--- src/rtl/gen_counter_if.sv ---
// Request/status bundle for gen_counter: control inputs from the master, registered count state back.
// Master drives load/count controls; slave (the counter) drives cnt_out/tc/ovf/halted.
interface gen_counter_if #(
  parameter int WIDTH = 5
);
  logic             load;
  logic [WIDTH-1:0] cnt_in;
  logic             enab;
  logic             up;
  logic [WIDTH-1:0] step;
  logic [WIDTH-1:0] limit;
  logic [1:0]       mode;
  logic             ovf_clr;
  logic [WIDTH-1:0] cnt_out;
  logic             tc;
  logic             ovf;
  logic             halted;

  modport master (
    output load, cnt_in, enab, up, step, limit, mode, ovf_clr,
    input  cnt_out, tc, ovf, halted
  );

  modport slave (
    input  load, cnt_in, enab, up, step, limit, mode, ovf_clr,
    output cnt_out, tc, ovf, halted
  );
endinterface

--- src/rtl/gen_counter.sv ---
// Up/down step counter with wrap/saturate/one-shot/hold modes, terminal-count pulse and sticky flag.
// One-cycle latency, all outputs registered; no backpressure, every count cycle is accepted.
module gen_counter #(
  parameter int WIDTH = 5
) (
  input  logic          clk,
  input  logic          rst,
  gen_counter_if.slave  bus
);

  localparam logic [1:0] MODE_WRAP = 2'b00;
  localparam logic [1:0] MODE_SAT  = 2'b01;
  localparam logic [1:0] MODE_ONE  = 2'b10;
  localparam logic [1:0] MODE_HOLD = 2'b11;

  logic [WIDTH-1:0] r_cnt;
  logic             r_tc;
  logic             r_ovf;
  logic             r_halted;

  logic             w_count;
  logic [WIDTH:0]   w_sum;
  logic             w_up_evt;
  logic             w_dn_evt;
  logic             w_evt;

  // The sum is kept one bit wider so an overflow past 2^WIDTH still counts as crossing limit.
  assign w_count  = bus.enab && !bus.load && !r_halted && (bus.mode != MODE_HOLD);
  assign w_sum    = {1'b0, r_cnt} + {1'b0, bus.step};
  assign w_up_evt = w_sum > {1'b0, bus.limit};
  assign w_dn_evt = r_cnt < bus.step;
  assign w_evt    = w_count && (bus.up ? w_up_evt : w_dn_evt);

  always_ff @(posedge clk) begin
    if (rst) begin
      r_cnt    <= '0;
      r_tc     <= 1'b0;
      r_ovf    <= 1'b0;
      r_halted <= 1'b0;
    end else begin
      r_tc <= w_evt;
      if (w_evt)
        r_ovf <= 1'b1;
      else if (bus.ovf_clr)
        r_ovf <= 1'b0;

      if (bus.load) begin
        r_cnt    <= bus.cnt_in;
        r_halted <= 1'b0;
      end else if (w_evt) begin
        case (bus.mode)
          MODE_WRAP: r_cnt <= bus.up ? '0 : bus.limit;
          MODE_SAT:  r_cnt <= bus.up ? bus.limit : '0;
          MODE_ONE: begin
            r_cnt    <= bus.up ? bus.limit : '0;
            r_halted <= 1'b1;
          end
          default:   r_cnt <= r_cnt;
        endcase
      end else if (w_count) begin
        r_cnt <= bus.up ? w_sum[WIDTH-1:0] : (r_cnt - bus.step);
      end
    end
  end

  assign bus.cnt_out = r_cnt;
  assign bus.tc      = r_tc;
  assign bus.ovf     = r_ovf;
  assign bus.halted  = r_halted;

endmodule

--- src/flat_wrapper.sv ---
// flat-port wrapper written by rule: the top's interface ports become plain ports
module gen_counter_flat 
#(
  parameter int WIDTH = 5
)
  (clk, rst, bus_load, bus_cnt_in, bus_enab, bus_up, bus_step, bus_limit, bus_mode, bus_ovf_clr, bus_cnt_out, bus_tc, bus_ovf, bus_halted);
  gen_counter_if #(.WIDTH(WIDTH)) bus_i ();
  input  logic clk;
  input  logic rst;
  input wire logic [$bits(bus_i.load)-1:0] bus_load;
  input wire logic [$bits(bus_i.cnt_in)-1:0] bus_cnt_in;
  input wire logic [$bits(bus_i.enab)-1:0] bus_enab;
  input wire logic [$bits(bus_i.up)-1:0] bus_up;
  input wire logic [$bits(bus_i.step)-1:0] bus_step;
  input wire logic [$bits(bus_i.limit)-1:0] bus_limit;
  input wire logic [$bits(bus_i.mode)-1:0] bus_mode;
  input wire logic [$bits(bus_i.ovf_clr)-1:0] bus_ovf_clr;
  output wire logic [$bits(bus_i.cnt_out)-1:0] bus_cnt_out;
  output wire logic [$bits(bus_i.tc)-1:0] bus_tc;
  output wire logic [$bits(bus_i.ovf)-1:0] bus_ovf;
  output wire logic [$bits(bus_i.halted)-1:0] bus_halted;
  assign bus_i.load = bus_load;
  assign bus_i.cnt_in = bus_cnt_in;
  assign bus_i.enab = bus_enab;
  assign bus_i.up = bus_up;
  assign bus_i.step = bus_step;
  assign bus_i.limit = bus_limit;
  assign bus_i.mode = bus_mode;
  assign bus_i.ovf_clr = bus_ovf_clr;
  assign bus_cnt_out = bus_i.cnt_out;
  assign bus_tc = bus_i.tc;
  assign bus_ovf = bus_i.ovf;
  assign bus_halted = bus_i.halted;
  gen_counter #(.WIDTH(WIDTH)) u_core (.clk(clk), .rst(rst), .bus(bus_i));
endmodule
--- config.mk ---
export PLATFORM = sky130hd
export DESIGN_NAME = gen_counter_flat
export DESIGN_NICKNAME = d
export VERILOG_FILES = /design/src/rtl/gen_counter_if.sv /design/src/rtl/gen_counter.sv /design/src/flat_wrapper.sv
export SDC_FILE = /design/constraint.sdc
export NUM_CORES = 1
export LEC_CHECK = 0
export CORE_MARGIN = 3
export CORE_UTILIZATION = 47
export DETAILED_ROUTE_END_ITERATION = 7
export PLACE_DENSITY = 0.83
export SKIP_LAST_GASP = 1
export SLEW_MARGIN = 5
export SYNTH_ARGS = -nofsm -noshare
export SYNTH_HDL_FRONTEND = slang
export SYNTH_SLANG_ARGS = --single-unit
--- constraint.sdc ---
create_clock -name clk -period 4.1 [get_ports clk]
set_input_delay 0.41 -clock clk [delete_from_list [all_inputs] [get_ports clk]]
set_output_delay 0.41 -clock clk [all_outputs]
set_load 0.005 [all_outputs]
==> reports/qor.yml <==
outcome: "complete, no violations"
timing.critical_path.required_ns: 4.25
post_synthesis_average_cell_area_um2: 8.33
cts_sinks: 8
timing.final.setup_violations: 0
post-route-min-period_ns: 3.61
gr-usage-all-layers: 0.212
die_width_um: 53.5
drc: 0
root_buffer: "sky130_fd_sc_hd__clkbuf_4"
detailed_route_vias_per_instance: 5.75
die_area_um2: 2860
buffer_ports.inserted: 30
drt_iter0_drc: 27
synth.largest_area_cell: "sky130_fd_sc_hd__ha_1"
fraction_of_final_layout_cells_with_drive_strength_greater_than_1: 0.0645
setup_total_negative_slack_ns: 0
synth.top_cell.area_share: 0.213
dominant_register_cell_in_the_synthesized_netlist: "sky130_fd_sc_hd__dfxtp_1"
finClkSkew_ns: 0.00697
power.density_nw_per_um2: 283
criticalPathCategory: "input port to register"
antenna_found_initial: 0
relSlewSlack: 0.570
area_taken_by_multi_input_logic_gates_um2: 806
timing.critical_path.fanout_max: 5
leakage_power_nw: 0.594
final-seq-area_um2: 160
max_cap_violations: 0
min_path_type: "register to register"
first_pass_grt_wire_length_um: 4490
fp-row-count: 16
gp_congestion: 0.974
cts_made_buffers: 3
yosys_warnings: 0
tritoncts: "built"
arrival_ns: 3.76
grt_max_degree: 14
hold_viol: 0
yosys-top-cells-area: "sky130_fd_sc_hd__ha_1 21%, sky130_fd_sc_hd__dfxtp_1 15%, sky130_fd_sc_hd__a21oi_1 7.1%, sky130_fd_sc_hd__inv_1 5.7%, sky130_fd_sc_hd__fa_1 3.8%"
cts_hold_buffers: 0
timing.fmax_ghz: 0.277
setup.worst_path.end_class: "register"
firstDrtPassIters: 4
area_delta_synth_final_pct: 31.0
ys_async_sr_fraction: 0
cts.htree.levels: 1
post_synth_instance_area_um2: 1060
grt_setup_unrepaired: "false"
hpwl_um: 2340
seq_area_frac_synth: 0.151
worst_pin_slew_ns: 0.636
post_cts_resized: 0
holdWs_ns: 0.491
synth-edff-count: 0
ys_types: 38
fp.dieH_um: 53.5
antenna_violating_nets_post_route: 0
via_count_of_the_first_global_routing_pass: 1025
n_antenna_cell: 0
coreArea_um2: 2040
routed_wire_length_um: 2770
post_synth_inst_count: 127
syn_nets: 170
dr_total_vias: 1046
synth-seq-cells: 8
clkLatencyLatePin_ns: 0.25
ir_worst_vdd_mv: 0.203
grt-ovfl-total: 0
initial_core_util: 0.518
num-nets-final: 200
synth_common_cells: "18 x sky130_fd_sc_hd__ha_1, 16 x sky130_fd_sc_hd__inv_1, 15 x sky130_fd_sc_hd__a21oi_1"
worstSetupStartpointType: "input port"
route.detailed.wl_per_inst_um: 15.2
min_period_over_period: 0.880
yosysMostFrequentCell: "sky130_fd_sc_hd__ha_1"
cts_buffer_depth: 2
timing.final.max_slew_violations: 0
num-fill-cells: 185
io_pins: 31
cts_setup_buffers: 0
register_clock_pin_slew_on_the_reported_worst_setup_and_hold_paths_ns: 0.06
## area by class of cell
| class | count | area share |
|---|---|---|
| clock buffers | 3 | 0.0162 |
| inverters | 17 | 0.0460 |
| flip-flops and latches | 8 | 0.116 |
| multi-input cells | 97 | 0.581 |
| well taps | 27 | 0.0244 |
| repair buffers | 30 | 0.217 |
## cells by family after synthesis
group	count (synthesis)	synth area share
flops	8	0.151
mux	3	0.0284
xor+xnor	7	0.0579
simple gates	31	0.155
buf+inv	22	0.0875
compound gates	36	0.270
fa+ha+maj	20	0.251
## flip-flops by register name, indices dropped and copies added, names as in the netlist
name,flops
u_core.bus.cnt_out,5
u_core.bus.halted,1
u_core.bus.ovf,1
u_core.bus.tc,1
## layout by cell type, fill, tap and decap left out, types with 3 or more instances in the layout
cell type                         count
sky130_fd_sc_hd__nand3_1              4
sky130_fd_sc_hd__a311oi_1             3
sky130_fd_sc_hd__a22oi_1              3
sky130_fd_sc_hd__mux2i_1              3
sky130_fd_sc_hd__nand2b_1             3
sky130_fd_sc_hd__o211ai_1             3
sky130_fd_sc_hd__inv_1               16
sky130_fd_sc_hd__nor2_1               6
sky130_fd_sc_hd__xnor2_1              4
sky130_fd_sc_hd__clkbuf_4             3
sky130_fd_sc_hd__dfxtp_1              8
sky130_fd_sc_hd__nand2_1              5
sky130_fd_sc_hd__clkdlybuf4s50_1     30
sky130_fd_sc_hd__ha_1                18
sky130_fd_sc_hd__nor2b_1              4
sky130_fd_sc_hd__xor2_1               3
sky130_fd_sc_hd__a21oi_1             15
## final timing paths
| check | start | to | slack (ns) | cells after the start |
|---|---|---|---|---|
| min | u_core.bus.ovf$_SDFFE_PP0P_ | u_core.bus.ovf$_SDFFE_PP0P_ | 0.49 | 2 |
| max reg2reg | u_core.bus.cnt_out[0]$_SDFFE_PP0P_ | u_core.bus.cnt_out[2]$_SDFFE_PP0P_ | 0.72 | 11 |
| min reg2reg | u_core.bus.ovf$_SDFFE_PP0P_ | u_core.bus.ovf$_SDFFE_PP0P_ | 0.49 | 2 |
| max | bus_step[0] | u_core.bus.cnt_out[2]$_SDFFE_PP0P_ | 0.49 | 12 |
## critical path, stage by stage
cell and delay (ns):
sky130_fd_sc_hd__clkdlybuf4s50_1 0.44, sky130_fd_sc_hd__ha_1 0.25, sky130_fd_sc_hd__fa_1 0.44, sky130_fd_sc_hd__nor2b_1 0.16
sky130_fd_sc_hd__o31ai_1 0.35, sky130_fd_sc_hd__xor2_1 0.20, sky130_fd_sc_hd__ha_1 0.26, sky130_fd_sc_hd__mux2i_1 0.12
sky130_fd_sc_hd__a22oi_1 0.34, sky130_fd_sc_hd__o211ai_1 0.25, sky130_fd_sc_hd__and2_1 0.26, sky130_fd_sc_hd__a311oi_1 0.28
## stage by stage
step	utilization	worst slack, ns	instance area (µm²)	total power, mW	std cells
2_1_floorplan	-	0.996	1060	0.258	127
3_3_place_gp	0.668	0.421	1360	0.325	179
3_5_place_dp	0.668	0.251	1360	0.331	179
4_1_cts	0.679	0.491	1390	0.391	182
5_1_grt	0.679	0.243	1390	0.423	182
6_report	0.679	0.490	1390	0.392	182
## power by group
group	switching [mW]	total, mW	internal (mW)
registers	0.0112	0.0978	0.0866
logic	0.119	0.235	0.116
clock network	0.0258	0.0592	0.0334
## metal layers
layer / vias to the layer above / global-route usage / wire [µm]
met3: 7 / 0.0282 / 234
met4: 0 / 0.0638 / 46
met5: - / 0 / 0
li1: 513 / - / -
met1: 475 / 0.277 / 1220
met2: 51 / 0.357 / 1270
No activity file was read; power rests on OpenSTA's default activity.
